$ cat src/rtl/multi_alu_pipe.sv
// multi_alu_pipe: NCH independent WIDTH-bit ALU channels behind a single valid/ready
// handshake. There are two pipeline stages: an operand register, then a compute/result register.
// Each channel has an accumulate mode and a sticky carry/borrow flag. A counter tracks
// completed output handshakes.
// Optional feature: define MULTI_ALU_SAT_EN for saturating ADD/SUB. In that build the result MSB
// flags saturation.
module multi_alu_pipe #(
  parameter int unsigned WIDTH = 4,
  parameter int unsigned NCH   = 2,
  parameter int unsigned CNT_W = 16
) (
  input  logic                     clock,
  input  logic                     resetb,
  input  logic                     in_valid,
  output logic                     in_ready,
  input  logic [NCH*WIDTH-1:0]     in_a,
  input  logic [NCH*WIDTH-1:0]     in_b,
  input  logic [NCH*2-1:0]         in_op,
  input  logic [NCH-1:0]           in_acc,
  input  logic                     acc_clr,
  output logic                     out_valid,
  input  logic                     out_ready,
  output logic [NCH*(WIDTH+1)-1:0] out_res,
  output logic [NCH-1:0]           ovf_sticky,
  input  logic                     flags_clr,
  output logic [CNT_W-1:0]         txn_count
);

  localparam int unsigned RW = WIDTH + 1;

  logic                 r_rst_done;
  logic                 r_s1_valid;
  logic [NCH*WIDTH-1:0] r_s1_a;
  logic [NCH*WIDTH-1:0] r_s1_b;
  logic [NCH*2-1:0]     r_s1_op;
  logic [NCH-1:0]       r_s1_acc;
  logic                 r_out_valid;
  logic [NCH*RW-1:0]    r_out_res;
  logic [NCH-1:0]       r_ovf;
  logic [CNT_W-1:0]     r_cnt;
  logic [WIDTH-1:0]     r_acc [NCH];

  logic                 w_adv;
  logic                 w_s1_load;
  logic                 w_s2_load;
  logic [NCH*RW-1:0]    w_res;
  logic [NCH-1:0]       w_ovf_set;

  // One channel's ALU. The result MSB is carry/borrow, or the saturation flag in the
  // saturating build.
  function automatic logic [WIDTH:0] alu_op(input logic [WIDTH-1:0] a,
                                            input logic [WIDTH-1:0] b,
                                            input logic [1:0]       op);
    logic [WIDTH:0] sum;
    logic [WIDTH:0] diff;
    logic [WIDTH:0] res;
    sum  = {1'b0, a} + {1'b0, b};
    diff = {1'b0, a} - {1'b0, b};
    case (op)
      2'b00:   res = sum;
      2'b01:   res = diff;
      2'b10:   res = {1'b0, a & b};
      default: res = {1'b0, a ^ b};
    endcase
`ifdef MULTI_ALU_SAT_EN
    if (op == 2'b00 && sum[WIDTH]) res = {1'b1, {WIDTH{1'b1}}};
    if (op == 2'b01 && diff[WIDTH]) res = {1'b1, {WIDTH{1'b0}}};
`endif
    return res;
  endfunction

  assign w_adv     = !r_out_valid || out_ready;
  // Hold off input until the first clock after reset release.
  assign in_ready  = r_rst_done && (!r_s1_valid || w_adv);
  assign w_s1_load = in_valid && in_ready;
  assign w_s2_load = r_s1_valid && w_adv;

  assign out_valid  = r_out_valid;
  assign out_res    = r_out_res;
  assign ovf_sticky = r_ovf;
  assign txn_count  = r_cnt;

  // Per-channel compute. A clear arriving with a load makes the accumulator read as zero.
  always_comb begin
    w_res     = '0;
    w_ovf_set = '0;
    for (int k = 0; k < NCH; k++) begin
      w_res[k*RW +: RW] = alu_op(r_s1_acc[k] ? (acc_clr ? '0 : r_acc[k])
                                             : r_s1_a[k*WIDTH +: WIDTH],
                                 r_s1_b[k*WIDTH +: WIDTH],
                                 r_s1_op[k*2 +: 2]);
      w_ovf_set[k] = w_res[k*RW + WIDTH];
    end
  end

  // Reset-release tracker that gates in_ready.
  always_ff @(posedge clock or negedge resetb) begin
    if (!resetb) r_rst_done <= 1'b0;
    else         r_rst_done <= 1'b1;
  end

  // Stage 1: operand register.
  always_ff @(posedge clock or negedge resetb) begin
    if (!resetb) begin
      r_s1_valid <= 1'b0;
      r_s1_a     <= '0;
      r_s1_b     <= '0;
      r_s1_op    <= '0;
      r_s1_acc   <= '0;
    end else begin
      if (in_ready) r_s1_valid <= in_valid;
      if (w_s1_load) begin
        r_s1_a   <= in_a;
        r_s1_b   <= in_b;
        r_s1_op  <= in_op;
        r_s1_acc <= in_acc;
      end
    end
  end

  // Stage 2: result register. It holds while the consumer stalls.
  always_ff @(posedge clock or negedge resetb) begin
    if (!resetb) begin
      r_out_valid <= 1'b0;
      r_out_res   <= '0;
    end else if (w_adv) begin
      r_out_valid <= r_s1_valid;
      if (r_s1_valid) r_out_res <= w_res;
    end
  end

  // Accumulators. A result write takes priority over a simultaneous clear.
  always_ff @(posedge clock or negedge resetb) begin
    if (!resetb) begin
      for (int k = 0; k < NCH; k++) r_acc[k] <= '0;
    end else begin
      for (int k = 0; k < NCH; k++) begin
        if (w_s2_load && r_s1_acc[k]) r_acc[k] <= w_res[k*RW +: WIDTH];
        else if (acc_clr)             r_acc[k] <= '0;
      end
    end
  end

  // Sticky overflow flags. A set takes priority over a simultaneous clear.
  always_ff @(posedge clock or negedge resetb) begin
    if (!resetb) begin
      r_ovf <= '0;
    end else begin
      for (int k = 0; k < NCH; k++) begin
        if (w_s2_load && w_ovf_set[k]) r_ovf[k] <= 1'b1;
        else if (flags_clr)            r_ovf[k] <= 1'b0;
      end
    end
  end

  // Completed-handshake counter. It wraps naturally.
  always_ff @(posedge clock or negedge resetb) begin
    if (!resetb)                       r_cnt <= '0;
    else if (r_out_valid && out_ready) r_cnt <= r_cnt + CNT_W'(1);
  end

endmodule

$ cat config.mk
export PLATFORM = sky130hd
export DESIGN_NAME = multi_alu_pipe
export DESIGN_NICKNAME = d
export VERILOG_FILES = /design/src/rtl/multi_alu_pipe.sv
export SDC_FILE = /design/constraint.sdc
export NUM_CORES = 1
export LEC_CHECK = 0
export CAP_MARGIN = 20
export CORE_ASPECT_RATIO = 0.5
export CORE_MARGIN = 10
export CORE_UTILIZATION = 28
export DETAILED_ROUTE_END_ITERATION = 8
export PLACE_DENSITY = 0.57
export SLEW_MARGIN = 40
export SYNTH_ARGS = -nofsm -noshare
export SYNTH_HDL_FRONTEND = slang
export SYNTH_SLANG_ARGS = --single-unit
$ cat constraint.sdc
create_clock -name clock -period 3.2 [get_ports clock]
set_clock_uncertainty 0.1 [all_clocks]
set_input_delay 0.32 -clock clock [delete_from_list [all_inputs] [get_ports clock]]
set_output_delay 0.32 -clock clock [all_outputs]
set_load 0.02 [all_outputs]
=== After elaboration in Yosys (flattened, before gate mapping) ===
Index checks and enable logic that the tools add are counted.

* Mux-type cells: 11
* Multiply operators: 0
* $add $sub $neg: 5
* Shift operators: 0
* Reduce and logical (&&, ||, !) cells: 17
* $lt $le $gt $ge: 0
* Equality and inequality tests: 4
* Bitwise gates (word level): 4
* Divide/modulo/power cells: 0

{| class="wikitable"
|+ Operator list
! operator !! count
|-
| 5-bit case mux with 3 select lines || 2
|-
| 4-bit 2-to-1 mux || 6
|-
| 16-bit by 1-bit adder with 16-bit output, second input constant || 1
|-
| 4-bit by 4-bit adder with 5-bit output || 2
|-
| 4-bit by 4-bit subtractor with 5-bit output || 2
|-
| 4-bit AND || 2
|-
| 1-bit logical AND || 8
|-
| 4-bit bitwise XOR || 2
|-
| 2-bit by 1-bit == test with 1-bit output, second input constant || 2
|-
| 2-bit == test, second input constant || 2
|-
| 2-bit logical NOT || 2
|-
| 2-bit nonzero test || 2
|-
| 1-bit 2-to-1 mux || 3
|-
| 1-bit logical NOT || 2
|-
| 1-bit logical OR || 2
|-
| 2-bit AND reduction || 1
|}

* Memories kept: 0
* Flip-flop bits (word level): 61
* Output and inout bits: 30
* Memory bits (read-only): 0
* Bits in latches: 0
* RAM bits: 0

=== Logic depth before layout (Yosys ltp) ===
* Depth after elaboration: 6
* Mapped depth: 10
* Gate-level depth less buffers: 9

=== Worst setup path after synthesis ===
Ideal clock, no wire load.

* Kind: reg-to-reg
* From: reg r_s1_op[2]
* To: reg r_out_res[8] (netlist: out_res[8])
* Arrival time: 2.211 ns
* Clock period less this slack: 2.380 ns
* Setup slack: 0.820 ns
* Cell stages (with the launch flop): 9
* Cells stage by stage: dfrtp_1 > clkbuf_1 > nor2b_1 > mux2i_1 > ha_1 > nor2b_1 > o21a_1 > or4_1 > nand3_1

* Word-level cells in the longest chain between the ends: 2
* Elaborated cells on any way between the ends: 4
* Classes of those cells: eq/ne: 2; mux: 1; reduce/logical: 1

{| class="wikitable"
|+ Ends and longest elaborated chain
! what !! RTL line !! source
|-
| start: declaration || 35 || <nowiki>logic [NCH*2-1:0] r_s1_op;</nowiki>
|-
| start signal: assignment || 115 || <nowiki>r_s1_op <= in_op;</nowiki>
|-
| 2-bit == test (tied with other cells) || 59 || <nowiki>case (op)</nowiki>
|-
| 5-bit case mux with 3 select lines (*) || 59 ||
|-
| end signal: assignment || 128 || <nowiki>if (r_s1_valid) r_out_res <= w_res;</nowiki>
|-
| end: declaration || 38 || <nowiki>logic [NCH*RW-1:0] r_out_res;</nowiki>
|}

Mark *: on every way between the ends. The rest lies on a longest branch, timed or not.
A chain may end at the register's enable or synchronous reset.

=== Worst setup path after layout ===
* From: reg r_s1_op[3]
* To: reg r_acc[3] (netlist bit)

* Word-level cells in the longest chain between the ends: 3
* Elaborated cells on any way between the ends: 5
* Classes of those cells: eq/ne: 2; mux: 2; reduce/logical: 1

{| class="wikitable"
|+ Ends and longest elaborated chain
! what !! RTL line !! source
|-
| 2-bit == test (tied with other cells) || 59 ||
|-
| 5-bit case mux with 3 select lines (*) || 59 ||
|-
| 4-bit 2-to-1 mux (*) || 138 || <nowiki>if (w_s2_load && r_s1_acc[k]) r_acc[k] <= w_res[k*RW +: WIDTH];</nowiki>
|-
| end signal: indexed assignment || 138 ||
|-
| end: declaration || 41 || <nowiki>logic [WIDTH-1:0] r_acc [NCH];</nowiki>
|}

Marks and branches as above.

==> impl_results.md <==
- # setup viols final: 0
- Worst Hold Slack: -0.02539 ns
- Final Wtd Congestion: 0.7906
- Power spent charging and discharging nets: 1143 µW
- Sink count of the clock tree: 61
- Clock slew at reported path FFs: 0.05 ns
- Unrepaired setup endpoints after global routing: no
- Internal Power: 2130 µW
- Yosys synthesis warning count: 0
- Remaining global-route overflow: 0
- Initial Utilization: 0.2872
- Total of flip-flops plus latches after synthesis: 61
- Largest fanout on the critical path: 13
- DR pass1 iterations: 4
- Top cells by area in the synthesized netlist: dfrtp_1 (45%), mux2_4 (8.4%), ha_1 (7.0%)
- Via count of the first global-routing pass: 2,347
- Antenna violations before repair: 0
- Endpoint class of the critical path: register
- Antenna diodes: 0
- Antenna Nets Post-Route: 0
- Worst vdd ir: 281.6 µV
- Most used flip-flop cell after synthesis: dfrtp_1
- Net count of the finished layout: 412
- Cell count after synthesis: 303
- Fraction of layout cells with a size suffix above 1: 0.1386
- Unique cell type count in the Yosys netlist: 42
- Pin count of the biggest net entering global routing: 62
- Max Buffers Root-to-Sink: 2
- Share of the clock period used by the worst path after layout: 0.8411
- F_max: 371.5 MHz
- Worst setup slack after placement: 0.4186 ns
- Proportion of total power due to net switching: 0.3492
- Number of failing hold endpoints at the final stage: 43
- # DRC: 0
- Power Total: 3273 µW
- Die boundary height: 97.93 µm
- Number of buffers added by the clock tree synthesis step: 9
- Root Buffer Master: clkbuf_16
- Arrival time of data at the critical path endpoint: 2.85 ns
- Proportion of synthesized chip area in sequential cells: 0.4489
- Final min period: 2.692 ns
- Row count: 28
- Post-Synthesis Mean Instance Area: 11.22 µm²
- Proportion of power drawn by flip-flops and latches: 0.354
- Vias after detailed routing: 2,305
- Setup CP Type: register to register
- Req. time, crit path: 3.36 ns
- Global-route usage over all layers: 0.09415
- Wire length of the first global-routing pass: 12,990 µm
- Hold Crit Class: primary input to asynchronous set/reset pin
- Hold buffer count at CTS: 0
- Final cell count without fillers: 533
- Clock insertion delay at the later pin of the skew report: 0.32 ns
- Clock tree from TritonCTS: done
- Slew of the pin with the lowest slew margin: 0.5721 ns
- Worst Setup Slack, final: 0.5085 ns
- Proportion of power drawn by the clock network: 0.274
- Die outline area: 17,220 µm²
- Share of synthesized registers carrying an async set or reset: 1.000
- IO Port Bufs: 57
- Number of flops mapped to enable cells by yosys: 0
- Setup TNS after final layout: 0 ns
- Ratio of routed vias to standard cells: 4.325
- Part of the total power dissipated in combinational logic: 0.372
- Drt first-iter violations: 135
- Cell type with the highest aggregate area in the netlist: dfrtp_1
- Cts repair resizes: 0
- Violations in the final reports: hold timing
- Layout Area Growth over Synthesis: 29.40%
- Synth top area share: 0.4489
- Max-capacitance violation count: 0
- Leakage power figure: 0.001998 µW
- Area of the mapped netlist: 3401 µm²
- Detail-routed net length per standard cell: 14.66 µm
- HPWL after detailed placement: 5928 µm
- Max-slew headroom: 0.6186
- Post-CTS repair timing setup buffer count: 0
- CTS HTree Levels: 3
- Total count of max-transition violations in the final report: 0
- Power density of the placed cells: 743.8 nW/µm²
- IO Pins: 58
- Startpoint type of the worst setup path: register
- Result of the run: complete, but fails checks
- Post-Synthesis Net Count: 352
- Placeable core region: 11,840 µm²
- Final wirelength: 7816 µm
- Total placed cells including tap cells: 517
- Horizontal die dimension: 175.9 µm
flip-flops by register name (all words and copies together) (netlist names):
| register | cells |
|---|---|
| r_s1_op | 4 |
| out_valid | 1 |
| ovf_sticky | 2 |
| r_s1_acc | 2 |
| r_s1_a | 8 |
| txn_count | 16 |
| r_s1_b | 8 |
| r_rst_done | 1 |
| r_acc | 8 |
| r_s1_valid | 1 |
| out_res | 10 |
routing by layer:
layer / vias up / track usage / wire [µm]
met5: - / 0 / 0
met4: 0 / 0.03303 / 99
met3: 7 / 0.03843 / 474
met2: 54 / 0.1305 / 3202
met1: 1072 / 0.1279 / 4040
li1: 1172 / - / -
per-stage QoR:
| stage | area (µm²) | util |
|---|---|---|
| 6_report | 4400 | 0.3716 |
| 5_1_grt | 4400 | 0.3716 |
| 4_1_cts | 4397 | 0.3713 |
| 3_5_place_dp | 4118 | 0.3477 |
| 3_3_place_gp | 4118 | 0.3477 |
| 2_1_floorplan | 3401 | - |
synth_stat cells, drive strengths merged, types with 2 or more instances:
| master | number |
|---|---|
| dfrtp | 61 |
| mux2 | 25 |
| nand2 | 23 |
| o21ai | 23 |
| ha | 19 |
| inv | 17 |
| xnor2 | 15 |
| nor2 | 14 |
| nand3 | 13 |
| mux2i | 12 |
| nor2b | 10 |
| nand3b | 8 |
| xor2 | 8 |
| clkbuf | 6 |
| buf | 5 |
| nand2b | 5 |
| or4 | 4 |
| a21oi | 3 |
| nor3 | 3 |
| nor3b | 3 |
| o21a | 3 |
| a21o | 2 |
| a22oi | 2 |
| and3 | 2 |
| fa | 2 |
| nand4 | 2 |
| nor4 | 2 |
| o2111ai | 2 |
| o211ai | 2 |
| o31ai | 2 |
| o32ai | 2 |
power groups by stage:
stage | clock, µW | combinational (µW) | sequential, µW
6_report | 896 | 1220 | 1160
3_5_place_dp | 0 | 1230 | 1170
2_1_floorplan | 0 | 713 | 1220
4_1_cts | 933 | 1240 | 1160
5_1_grt | 977 | 1360 | 1190
3_3_place_gp | 0 | 1220 | 1170
final cells by class:
type	count	area, µm²
multi-input combinational	214	1733
clock inverter	4	22.52
sequential	61	1526
inverter	17	63.81
fill	1197	7441
clock buffer	12	256.5
tap	165	206.4
timing repair buffer	60	591.8
layout by cell type (no fill, tap or decap), types with 2 or more instances in the layout:
master and count:
a21o_1 2, a21oi_1 3, a22oi_1 2, and3_1 2
buf_4 2, clkbuf_16 9, clkbuf_8 2, clkdlybuf4s50_1 56
clkinv_2 3, dfrtp_1 61, fa_1 2, ha_1 19
inv_1 16, mux2_2 6, mux2_4 19, mux2i_1 12
nand2_1 22, nand2b_1 4, nand3_1 11, nand3_4 2
nand3b_1 8, nand4_1 2, nor2_1 14, nor2b_1 10
nor3_1 3, nor3b_1 3, o2111ai_1 2, o211ai_1 2
o21a_1 2, o21ai_0 23, o31ai_1 2, o32ai_1 2
or4_1 4, xnor2_1 15, xor2_1 8
path summary, 6_finish.rpt:
| check | from | endpoint | slack (ns) | cells after the start |
|---|---|---|---|---|
| max | r_s1_op[3]$_DFFE_PN0P_ | r_acc[3]$_DFF_PN0_ | 0.51 | 7 |
| min | resetb | r_s1_b[1]$_DFFE_PN0P_ | -0.03 | 2 |
| max reg2reg | r_s1_op[3]$_DFFE_PN0P_ | r_acc[3]$_DFF_PN0_ | 0.51 | 7 |
| min reg2reg | txn_count[15]$_DFFE_PN0P_ | txn_count[15]$_DFFE_PN0P_ | 0.38 | 1 |
| max in group asynchronous | resetb | txn_count[1]$_DFFE_PN0P_ | 2.62 | 2 |
| min in group clock | txn_count[15]$_DFFE_PN0P_ | txn_count[15]$_DFFE_PN0P_ | 0.38 | 1 |
kinds of logic (layout without fill, tap and decap cells):
| kind of cell | Yosys count | count (layout) | share of synthesized area |
|---|---|---|---|
| multiplexers | 37 | 37 | 0.1391 |
| AO/OA/AOI/OAI | 41 | 41 | 0.07505 |
| buffers and inverters | 28 | 93 | 0.04157 |
| flip-flops | 61 | 61 | 0.4489 |
| adder cells (fa/ha/maj) | 21 | 21 | 0.08168 |
| AND/OR/NAND/NOR | 91 | 91 | 0.1534 |
| XOR/XNOR | 23 | 23 | 0.05924 |
| other | 1 | 1 | 0.001103 |
worst max-delay path, stage by stage (launching register included):
cell and delay (ns):
dfrtp_1 0.53, nor2b_1 0.33, mux2i_1 0.45, ha_1 0.31
nor2b_1 0.13, o21a_1 0.20, or4_1 0.48, nand3_1 0.11
Power figures use the tool's default switching activity.
